[config.mk]
export PLATFORM = sky130hd
export DESIGN_NAME = tdm_demux4
export DESIGN_NICKNAME = d
export VERILOG_FILES = /design/src/rtl/tdm_pkg.sv /design/src/rtl/tdm_slot_counter.sv /design/src/rtl/tdm_demux4.sv
export SDC_FILE = /design/constraint.sdc
export NUM_CORES = 1
export LEC_CHECK = 0
export ABC_CLOCK_PERIOD_IN_PS = 1630
export CORE_UTILIZATION = 35
export DETAILED_ROUTE_END_ITERATION = 12
export HOLD_SLACK_MARGIN = 0.03
export PLACE_DENSITY = 0.65
export SLEW_MARGIN = 30
export SYNTH_ARGS = -nofsm -noshare
export SYNTH_HDL_FRONTEND = slang
export SYNTH_SLANG_ARGS = --single-unit
[constraint.sdc]
create_clock -name clk -period 1.63 [get_ports clk]
set_input_delay 0.326 -clock clk [delete_from_list [all_inputs] [get_ports clk]]
set_output_delay 0.326 -clock clk [all_outputs]
set_load 0.01 [all_outputs]
[src/rtl/tdm_pkg.sv]
// Shared types and constants for the four-slot TDM demultiplexer.
package tdm_pkg;

    localparam int NUM_SLOTS = 4;

    typedef logic [1:0] slot_t;

    localparam slot_t LAST_SLOT = slot_t'(NUM_SLOTS - 1);

    typedef enum logic {
        HUNT   = 1'b0,
        LOCKED = 1'b1
    } state_t;

endpackage

[src/rtl/tdm_slot_counter.sv]
// Two-bit slot position counter for the TDM demultiplexer.
// Priority: clear, then load_one, then advance (wraps modulo NUM_SLOTS).
module tdm_slot_counter
    import tdm_pkg::*;
(
    input  logic  clk,
    input  logic  rst_n,
    input  logic  advance,
    input  logic  load_one,
    input  logic  clear,
    output slot_t slot,
    output logic  last_slot
);

    slot_t r_slot;

    // NOTE: sequential state is always written with <= so every register
    // samples the pre-edge values of its neighbours.
    always_ff @(posedge clk or negedge rst_n) begin
        if (!rst_n) begin
            r_slot <= '0;
        end else if (clear) begin
            r_slot <= '0;
        end else if (load_one) begin
            r_slot <= slot_t'(1);
        end else if (advance) begin
            r_slot <= r_slot + slot_t'(1);
        end
    end

    assign slot      = r_slot;
    assign last_slot = (r_slot == LAST_SLOT);

endmodule

[src/rtl/tdm_demux4.sv]
// Four-channel TDM demultiplexer with frame-sync tracking.
// Define TDM_DEMUX_ERRCNT_EN to add the saturating err_cnt output.
module tdm_demux4
    import tdm_pkg::*;
#(
    parameter int W = 1
) (
    input  logic         clk,
    input  logic         rst_n,
    input  logic [W-1:0] din,
    input  logic         din_valid,
    input  logic         frame_sync,
    output logic [W-1:0] y0,
    output logic [W-1:0] y1,
    output logic [W-1:0] y2,
    output logic [W-1:0] y3,
    output logic         frame_valid,
    output logic         locked,
    output logic         sync_err
`ifdef TDM_DEMUX_ERRCNT_EN
    ,
    output logic [7:0]   err_cnt
`endif
);

    state_t       r_state;
    logic [W-1:0] r_shadow [0:NUM_SLOTS-2];
    logic [W-1:0] r_y0, r_y1, r_y2, r_y3;
    logic         r_frame_valid;
    logic         r_locked;
    logic         r_sync_err;

    slot_t        w_slot;
    logic         w_last_slot;
    logic         w_sync;
    logic         w_data_beat;
    logic         w_misalign;
    logic         w_clear;

    // A marker always restarts the frame; an unmarked beat only counts once locked.
    assign w_sync      = din_valid & frame_sync;
    assign w_data_beat = din_valid & ~frame_sync & (r_state == LOCKED);
    assign w_misalign  = w_sync & (r_state == LOCKED) & (w_slot != '0);
    assign w_clear     = din_valid & ~frame_sync & (r_state == HUNT);

    tdm_slot_counter u_slot_counter (
        .clk       (clk),
        .rst_n     (rst_n),
        .advance   (w_data_beat),
        .load_one  (w_sync),
        .clear     (w_clear),
        .slot      (w_slot),
        .last_slot (w_last_slot)
    );

    always_ff @(posedge clk or negedge rst_n) begin
        if (!rst_n) begin
            r_state       <= HUNT;
            r_y0          <= '0;
            r_y1          <= '0;
            r_y2          <= '0;
            r_y3          <= '0;
            r_frame_valid <= 1'b0;
            r_locked      <= 1'b0;
            r_sync_err    <= 1'b0;
            // NOTE: the shadow array is only three flops wide, so it is reset
            // like ordinary registers rather than treated as a RAM.
            for (int i = 0; i < NUM_SLOTS - 1; i++) begin
                r_shadow[i] <= '0;
            end
        end else begin
            r_frame_valid <= 1'b0;
            r_sync_err    <= w_misalign;
            r_locked      <= (r_state == LOCKED) | w_sync;
            if (w_sync) begin
                r_shadow[0] <= din;
                r_state     <= LOCKED;
            end else if (w_data_beat) begin
                if (!w_last_slot) begin
                    r_shadow[w_slot] <= din;
                end else begin
                    r_y0          <= r_shadow[0];
                    r_y1          <= r_shadow[1];
                    r_y2          <= r_shadow[2];
                    r_y3          <= din;
                    r_frame_valid <= 1'b1;
                end
            end
        end
    end

    assign y0          = r_y0;
    assign y1          = r_y1;
    assign y2          = r_y2;
    assign y3          = r_y3;
    assign frame_valid = r_frame_valid;
    assign locked      = r_locked;
    assign sync_err    = r_sync_err;

`ifdef TDM_DEMUX_ERRCNT_EN
    logic [7:0] r_err_cnt;

    always_ff @(posedge clk or negedge rst_n) begin
        if (!rst_n) begin
            r_err_cnt <= '0;
        end else if (w_misalign && (r_err_cnt != 8'hFF)) begin
            r_err_cnt <= r_err_cnt + 8'd1;
        end
    end

    assign err_cnt = r_err_cnt;
`endif

endmodule

==> results of run 1 <==
[power by group through the flow]
stage / Sequential, mW / Clock (mW) / Combinational (mW)
floorplan: 0.483 / 0 / 0.126
global placement: 0.461 / 0 / 0.297
detailed placement: 0.467 / 0 / 0.303
CTS: 0.460 / 0.203 / 0.305
global route: 0.469 / 0.224 / 0.327
finish: 0.460 / 0.199 / 0.300
[placed cells by master (no fill, tap or decap)]
cell type,n
a211o_1,1
a211oi_1,1
a21o_2,2
a21oi_1,2
a32o_1,1
and4bb_2,1
buf_4,6
clkbuf_4,3
clkdlybuf4s50_1,11
clkinv_2,1
dfrtp_1,13
ha_1,5
inv_1,3
mux2_2,6
nand2_1,4
nand3_1,2
nor2_1,1
nor2b_1,1
nor2b_2,1
nor3b_1,1
nor4_1,1
o21ai_0,2
[cell type report]
cell class              count  area [sq um]
fillers                   134           756
clock inverters             1          5.00
repair buffers             17           155
clock buffers               3          22.5
inverters                   3          11.3
multi-input cells          32           264
well taps                  16          20.0
flip-flops and latches     13           325
[synth_stat cells, drive strengths merged]
library cell / instances
a211o: 1
nand2: 4
nor2: 1
mux2: 6
a32o: 1
a21oi: 2
clkbuf: 1
nor4: 1
o21ai: 2
dfrtp: 13
nand3: 2
ha: 5
a211oi: 1
nor3b: 1
inv: 3
nor2b: 2
a21o: 2
buf: 1
and4bb: 1
[worst min-delay path by stage]
| stage | from | to | slack (ns) | cells past startpoint |
|---|---|---|---|---|
| finish | rst_n | frame_valid | 0.34 | 2 |
| global route | rst_n | frame_valid | 0.34 | 2 |
| CTS | rst_n | frame_valid | 0.34 | 2 |
| detailed placement | y2 | y2 | 0.49 | 1 |
| global placement | y0 | y0 | 0.49 | 1 |
| floorplan | rst_n | frame_valid | 0.03 | 0 |
[cell families (layout without fill, tap and decap cells)]
group                    count (synthesis)  in the layout  synth area share
AO/OA/AOI/OAI                            9              9             0.105
adder cells (fa/ha/maj)                  5              5             0.102
buffers and inverters                    5             24            0.0348
flip-flops                              13             13             0.533
multiplexers                             6              6             0.111
AND/OR/NAND/NOR                         12             12             0.115
[per-layer routing]
metal	up-vias	routed length, um	track usage	part of all wire
li1	209	-	-	-
met1	210	518	0.165	0.49
met2	12	482	0.203	0.46
met3	0	49	0.0417	0.047
met4	0	0	0.0813	0
met5	-	0	0	0
[state kept, by name (all words and copies together) (netlist names)]
| register | cells |
|---|---|
| y0 | 1 |
| r_shadow | 3 |
| y3 | 1 |
| sync_err | 1 |
| locked | 1 |
| u_slot_counter.slot | 2 |
| r_state | 1 |
| y1 | 1 |
| y2 | 1 |
| frame_valid | 1 |
==> summary.txt, run 1 <==
status = finished with violations
violated checks = DRC
synthesized instance count = 50
Slew Limit Headroom = 0.827
crit share post-route = 0.917
Power Density = 1190 nW/um^2
post-detail-place hpwl = 799 um
Leak = 0.372 nW
crit path DAT = 1.17 ns
CP Depth = 1
GPL Wtd Cong = 0.746
RSZ-0062 raised after global routing = no
design area = 803 sq um
Site Rows = 14
P_sw = 0.268 mW
Post-CTS Hold Fix Bufs = 0
CORE AREA = 1560 sq um
via count = 431
register area share after synthesis = 0.533
cts repair resizes = 0
number of max-cap violations = 0
Bufs on Longest Clock Path = 2
Seq pwr share = 0.480
share of layout cells above drive strength 1 = 0.290
Avg Inst Size Synth = 12.2 sq um
Worst Tran Pin Value = 0.257 ns
Starting Density = 0.392
GRT Util Overall = 0.134
Yosys warning total = 0
Setup Viol. Count Final = 0
r2r worst-path depth = 5
Setup crit start = y1
CTS tree = done
antenna fix cells = 0
Vias/cell = 5.07
Inst Count DP = 81
PortBufs = 11
DRT iter0 DRCs = 4
WP buf/inv = 1
CP max stage delay = 0.54 ns
drt wl/cell = 12.4 um
crit-path max FO = 2
DRT Pass-1 Iters = 8
clk_lat worst skew = 0.27 ns
Yosys cell types = 20
total wire length = 1050 um
maximum VDD drop = 0.616 mV
Reg2Reg Launch Point = u_slot_counter.slot[0]
largest net degree at the start of global routing = 14
vias in the first global route = 441
syn nets = 60
Die Footprint = 1920 sq um
internal power = 0.690 mW
Startpoint Class = flop
IO Pins = 12
Pins Over Slew Limit = 0
grt total ovfl = 0
Max stage delay cell, worst path = clkdlybuf4s50_1
final worst setup slack = 0.135 ns
Post-CTS Setup Bufs = 0
hold_ws = 0.342 ns
top-area cell type share of the netlist area = 0.533
clk_skew = 0.00732 ns
initial antenna violation count = 0
setup TNS = 0 ns
worst min path class = input pin to asynchronous set/reset pin
clock sink total = 13
first-pass GRT wire length = 1810 um
largest cells by area after synthesis = dfrtp_1 53%, mux2_2 11%, ha_1 10%
post-synth top area cell = dfrtp_1
non-filler cells in the finished layout = 85
crit-path leading delay family = buffers and inverters
CTS Root Cell = clkbuf_4
Place WS = -0.0469 ns
Final nets = 80
Placed Instance Area = 776 sq um
Crit Reg-Reg Endpoint = r_shadow[2]
Post-Syn Area = 611 sq um
Num CTS Buffers = 3
htree depth = 1
Pwr Total = 0.958 mW
die height = 43.8 um
Setup crit end = y1
Net Sw Frac = 0.280
final hold vios = 0
DRC viols = 1
Cell Chain, Critical Path = clkdlybuf4s50_1
fin crit period = 1.49 ns
Yosys reg bits = 13
post-route antenna net violation count = 0
crit end category = output pin
critical path type = flop to output pin
area delta synth->final = 31.6%
Finished Core Util = 0.515
combinational share of power = 0.313
Chip Width = 43.8 um
share of power burned in the clock network = 0.207
R2R Setup Slk = 0.21 ns
Max Freq = 0.669 GHz
worst path required time = 1.30 ns
clock-pin slew on the worst setup and hold paths = 0.09 ns
Power figures use the tool's default switching activity.
==> run 2: changes to the inputs <==
--- a/config.mk
+++ b/config.mk
@@ -6,6 +6,7 @@
 export NUM_CORES = 1
 export LEC_CHECK = 0
 export ABC_CLOCK_PERIOD_IN_PS = 1630
+export CORE_MARGIN = 2
 export CORE_UTILIZATION = 35
 export DETAILED_ROUTE_END_ITERATION = 12
 export HOLD_SLACK_MARGIN = 0.03
==> run 2 against run 1 <==
The flow now finishes without violations. Worst setup slack improved by 0.015 ns. Non-clock buffer count down 1. Clock skew rose by 0.00051 ns. Worst hold slack got worse by 0.039 ns. Largest cell class unchanged. Highest routed layer is now met4.
==> summary.txt, run 2 (synthesis results as in run 1) <==
total wire length = 1080 um (+2.6%)
Max stage delay cell, worst path = clkdlybuf4s50_1
GPL Wtd Cong = 0.746 (unchanged)
first-pass GRT wire length = 1810 um (-0.39%)
Chip Width = 45.8 um (+4.6%)
area delta synth->final = 30.3%
combined area of the multi-input logic cells = 264 sq um (unchanged)
htree depth = 1 (unchanged)
drt wl/cell = 12.7 um (+2.6%)
Leak = 0.365 nW (-2.0%)
via count = 432 (+0.23%)
GRT Util Overall = 0.126 (-0.00735)
DRT Pass-1 Iters = 2 (-6)
non-filler cells in the finished layout = 85 (unchanged)
crit-path leading delay family = buffers and inverters
grt total ovfl = 0 (unchanged)
largest net degree at the start of global routing = 8 (-6)
Die Footprint = 2090 sq um (+9.3%)
die height = 45.8 um (+4.6%)
CP max stage delay = 0.54 ns (about the same)
Slew Limit Headroom = 0.807 (-0.0203)
CTS Root Cell = clkbuf_4
final hold vios = 0 (unchanged)
status = finished, final reports clean
critical path type = flop to output pin
Reg2Reg Launch Point = u_slot_counter.slot[0]
crit end category = output pin
WP buf/inv = 1 (unchanged)
crit share post-route = 0.908 (-0.00912)
Inst Count DP = 81 (unchanged)
Reg with most FFs = r_shadow
commonest non-fill, non-tap cell in the layout = dfrtp_1
clock-pin slew on the worst setup and hold paths = 0.07 ns (-0.02 ns)
Site Rows = 15 (+1)
initial antenna violation count = 0 (unchanged)
final worst setup slack = 0.150 ns (+0.0149 ns)
antenna fix cells = 0 (unchanged)
Num CTS Buffers = 3 (unchanged)
IO Pins = 12 (unchanged)
r2r worst-path depth = 4 (-1)
Max Freq = 0.676 GHz (+1.0%)
Setup Viol. Count Final = 0 (unchanged)
DRT iter0 DRCs = 4 (unchanged)
Startpoint Class = flop
most frequent cells in the layout = 13 x dfrtp_1, 11 x clkdlybuf4s50_1, 6 x mux2_2
Pins Over Slew Limit = 0 (unchanged)
DRC viols = 0 (-1)
Vias/cell = 5.08 (+0.23%)
max reg flops = 3 (unchanged)
cts repair resizes = 0 (unchanged)
Final nets = 79 (-1.3%)
fin crit period = 1.48 ns (-0.0149 ns)
clk_lat worst skew = 0.27 ns (about the same)
Starting Density = 0.361 (-0.0302)
CORE AREA = 1690 sq um (+8.3%)
post-route antenna net violation count = 0 (unchanged)
Storage cell area = 325 sq um (unchanged)
RSZ-0062 raised after global routing = no
# fillers = 161 (+20%)
Post-CTS Hold Fix Bufs = 0 (unchanged)
clock sink total = 13 (unchanged)
PortBufs = 11 (unchanged)
share of layout cells above drive strength 1 = 0.265 (-0.0251)
maximum VDD drop = 0.460 mV (-25%)
vias in the first global route = 392 (-11%)
clk_skew = 0.00783 ns (+0.000515 ns)
Place WS = -0.104 ns (-0.0571 ns)
Power Density = 1200 nW/um^2 (+0.20%)
number of max-cap violations = 0 (unchanged)
worst path required time = 1.30 ns (about the same)
crit path DAT = 1.15 ns (-0.02 ns)
Crit Reg-Reg Endpoint = r_shadow[0]
R2R Setup Slk = 0.17 ns (-0.04 ns)
Post-CTS Setup Bufs = 0 (unchanged)
CTS tree = done
post-detail-place hpwl = 807 um (+1.0%)
Worst Tran Pin Value = 0.289 ns (+0.0320 ns)
Cell Chain, Critical Path = clkdlybuf4s50_1
worst min path class = input pin to asynchronous set/reset pin
setup TNS = 0 ns (unchanged)
Bufs on Longest Clock Path = 2 (unchanged)
crit-path max FO = 2 (unchanged)
==> run 2: changes by cell type in the layout (fill, tap and decap cells not counted), sizes merged <==
cell	change
clkbuf	+1
clkinv	-1
buf	-1
==> run 2: where the power goes <==
part | total, mW | switching (mW) | internal [mW] | leakage (nW)
clock network | 0.193 | 0.0981 | 0.0947 | 0.0150
logic | 0.300 | 0.112 | 0.188 | 0.196
registers | 0.458 | 0.0480 | 0.410 | 0.153
==> run 2: how the worst max path moves through the flow <==
| stage | startpoint | endpoint | cells past startpoint |
|---|---|---|---|
| after floorplan | u_slot_counter.slot[0] | r_shadow[0] | 4 |
| after global routing | u_slot_counter.slot[0] | r_shadow[0] | 4 |
| final | y2 | y2 | 1 |
| after detailed placement | frame_sync | r_shadow[0] | 4 |
| after CTS | y2 | y2 | 1 |
| after global placement | frame_sync | y1 | 4 |
==> run 2: metrics by stage <==
step	hold slack, ns	utilization	total power, mW	instance area (sq um)
floorplan	0.0304	-	0.609	611
global placement	0.487	0.456	0.757	769
detailed placement	0.492	0.456	0.767	769
CTS	0.300	0.471	0.962	796
global route	0.316	0.471	1.01	796
finish	0.302	0.471	0.951	796
==> run 2: area by class of cell <==
class / count / area share
tap: 17 / 0.0267
inverter: 3 / 0.0142
clock buffer: 4 / 0.0330
sequential: 13 / 0.409
timing repair buffer: 16 / 0.186
multi-input combinational: 32 / 0.332
==> run 2: metal layers <==
metal	vias to the layer above	track usage	wire, um
li1	210	-	-
met1	211	0.182	533
met2	9	0.161	485
met3	2	0.0238	41
met4	0	0.103	17
met5	-	0	0
==> run 3: changes to the inputs <==
--- a/config.mk
+++ b/config.mk
@@ -5,12 +5,13 @@
 export SDC_FILE = /design/constraint.sdc
 export NUM_CORES = 1
 export LEC_CHECK = 0
+export ABC_AREA = 1
 export ABC_CLOCK_PERIOD_IN_PS = 1630
 export CORE_MARGIN = 2
 export CORE_UTILIZATION = 35
 export DETAILED_ROUTE_END_ITERATION = 12
 export HOLD_SLACK_MARGIN = 0.03
-export PLACE_DENSITY = 0.65
+export PLACE_DENSITY = 0.64
 export SLEW_MARGIN = 30
 export SYNTH_ARGS = -nofsm -noshare
 export SYNTH_HDL_FRONTEND = slang
==> run 3 against run 2 <==
Synthesized cell count up 48%. Clock power hardly changed. Area after synthesis up 4.7%. Utilization grew 0.063 points. Design area grew 2.4%. Worst setup slack lost 0.0041 ns. Sequential share of layout area down 0.94 points. Critical path depth stayed put. Critical path type unchanged. Largest cell class unchanged.
==> summary.txt, run 3 <==
status = finished, final reports clean
CORE AREA = 1730 sq um (+2.2%)
Yosys warning total = 0 (unchanged)
initial antenna violation count = 0 (unchanged)
post-detail-place hpwl = 881 um (+9.2%)
crit-path leading delay family = buffers and inverters
number of synthesized flops with an enable pin = 0 (unchanged)
Post-CTS Hold Fix Bufs = 0 (unchanged)
CTS Root Cell = clkbuf_4
critical path type = flop to output pin
Synth Flop Type = dfrtp_1
CTS tree = done
drt wl/cell = 10.0 um (-21%)
clk_skew = 0.00354 ns (-0.00429 ns)
DRT Pass-1 Iters = 4 (+2)
Site Rows = 15 (unchanged)
Crit Reg-Reg Endpoint = r_shadow[2]
syn nets = 84 (+40%)
Reg with most FFs = r_shadow
crit end category = output pin
Slew Limit Headroom = 0.850 (+0.0427)
GPL Wtd Cong = 0.774 (+3.8%)
DRC viols = 0 (unchanged)
antenna fix cells = 0 (unchanged)
Pins Over Slew Limit = 0 (unchanged)
crit path DAT = 1.16 ns (about the same)
Setup Viol. Count Final = 0 (unchanged)
final worst setup slack = 0.146 ns (-0.00410 ns)
R2R Setup Slk = 0.41 ns (+0.24 ns)
fin crit period = 1.48 ns (+0.00410 ns)
GRT Util Overall = 0.126 (about the same)
Avg Inst Size Synth = 8.64 sq um (-29%)
commonest non-fill, non-tap cell in the layout = nand2_1
Power Density = 1080 nW/um^2 (-9.6%)
CP max stage delay = 0.54 ns (about the same)
Yosys cell types = 15 (-25%)
Reg2Reg Launch Point = u_slot_counter.slot[0]
clk_lat worst skew = 0.27 ns (about the same)
Place WS = 0.0742 ns (+0.178 ns)
htree depth = 1 (unchanged)
Num CTS Buffers = 3 (unchanged)
crit-path max FO = 2 (unchanged)
Worst Tran Pin Value = 0.225 ns (-0.0639 ns)
synthesized instance count = 74 (+48%)
PortBufs = 11 (unchanged)
post-synth top area cell = dfrtp_1
Die Footprint = 2180 sq um (+4.3%)
DRT iter0 DRCs = 11 (+7)
internal power = 0.618 mW (-11%)
crit share post-route = 0.911 (+0.00252)
Net Sw Frac = 0.298 (+0.0264)
register area share after synthesis = 0.509 (-0.0240)
setup TNS = 0 ns (unchanged)
worst min path class = input pin to asynchronous set/reset pin
Yosys reg bits = 13 (unchanged)
IO Pins = 12 (unchanged)
WP buf/inv = 1 (unchanged)
Post-Syn Area = 639 sq um (+4.7%)
Starting Density = 0.370 (+0.00881)
share of power burned in the clock network = 0.223 (+0.020)
cts repair resizes = 0 (unchanged)
Pwr Total = 0.880 mW (-7.5%)
largest cells by area after synthesis = dfrtp_1 51%, nand2_1 16%, ha_1 9.8%
top-area cell type share of the netlist area = 0.509 (-0.0240)
design area = 815 sq um (+2.4%)
r2r worst-path depth = 7 (+3)
area delta synth->final = 27.4%
worst path required time = 1.30 ns (about the same)
largest net degree at the start of global routing = 14 (+6)
most frequent cells in the layout = 28 x nand2_1, 13 x dfrtp_1, 11 x clkdlybuf4s50_1
maximum VDD drop = 0.433 mV (-5.9%)
Final nets = 101 (+28%)
Leak = 0.423 nW (+16%)
Post-CTS Setup Bufs = 0 (unchanged)
Seq pwr share = 0.490 (+0.008)
RSZ-0062 raised after global routing = no
top cells by count, synth = 28 x nand2_1, 13 x dfrtp_1, 8 x inv_1, 5 x ha_1, 4 x nand3_1
Placed Instance Area = 788 sq um (+2.4%)
first-pass GRT wire length = 1890 um (+4.6%)
grt total ovfl = 0 (unchanged)
most common cell in the netlist = nand2_1
combinational share of power = 0.287 (-0.029)
die height = 46.7 um (+2.1%)
hold_ws = 0.356 ns (+0.0538 ns)
Vias/cell = 4.33 (-15%)
Max Freq = 0.674 GHz (-0.28%)
share of layout cells above drive strength 1 = 0.111 (-0.154)
number of max-cap violations = 0 (unchanged)
via count = 498 (+15%)
Startpoint Class = flop
Cell Chain, Critical Path = clkdlybuf4s50_1
total wire length = 1150 um (+7.0%)
post-route antenna net violation count = 0 (unchanged)
P_sw = 0.262 mW (+1.5%)
clock sink total = 13 (unchanged)
final hold vios = 0 (unchanged)
max reg flops = 3 (unchanged)
async set or reset register ratio after synthesis = 1.00 (unchanged)
Chip Width = 46.7 um (+2.1%)
Max stage delay cell, worst path = clkdlybuf4s50_1
Bufs on Longest Clock Path = 2 (unchanged)
vias in the first global route = 476 (+21%)
clock-pin slew on the worst setup and hold paths = 0.08 ns (about the same)
-- run 3: cell types whose count changed after synthesis, moves of 2 or more --
cell     previous run  this run
a21o_2              2         0
inv_1               3         8
mux2_2              6         0
nand2_1             4        28
nand2_2             0         2
nand3_1             2         4
nor2_1              1         3
-- run 3: stage by stage --
step                      std cells  utilization
after floorplan                  74            -
final                           115        0.472
after detailed placement        111        0.457
after CTS                       115        0.472
after global placement          111        0.457
after global routing            115        0.472
-- run 3: how the worst max path moves through the flow --
stage / cells after the start / from / slack (ns) / end
floorplan: 7 / u_slot_counter.slot[0] / 0.53 / r_shadow[2]
global placement: 8 / din_valid / 0.11 / r_shadow[1]
detailed placement: 8 / din_valid / 0.07 / r_shadow[0]
CTS: 1 / y2 / 0.14 / y2
global route: 1 / y2 / 0.1 / y2
finish: 1 / y3 / 0.15 / y3
-- run 3: kinds of logic (layout without fill, tap and decap cells) --
family | after synthesis | in the layout | share of synthesized area
compound gates | 5 | 5 | 0.0391
buf+inv | 10 | 26 | 0.0685
flops | 13 | 13 | 0.509
fa+ha+maj | 5 | 5 | 0.0978
simple gates | 41 | 41 | 0.286
-- run 3: power groups by stage --
stage | Clock (mW) | Combinational (mW) | Sequential, mW
2_1_floorplan | 0 | 0.107 | 0.454
3_3_place_gp | 0 | 0.250 | 0.436
3_5_place_dp | 0 | 0.255 | 0.439
4_1_cts | 0.203 | 0.256 | 0.432
5_1_grt | 0.215 | 0.282 | 0.443
6_report | 0.196 | 0.253 | 0.431
-- run 3: per-layer routing --
metal	share of wire	vias up	track usage	wire, um
met2	0.47	15	0.211	536
met3	0.044	4	0.0346	51
met5	0	-	0	0
met4	0.016	0	0.0500	19
li1	-	262	-	-
met1	0.47	217	0.156	545
-- run 3: cell type report --
cell class / count / area, sq um
sequential: 13 / 325
tap: 25 / 31.3
clock buffer: 4 / 26.3
multi-input combinational: 51 / 270
timing repair buffer: 12 / 118
fill: 187 / 912
inverter: 10 / 43.8
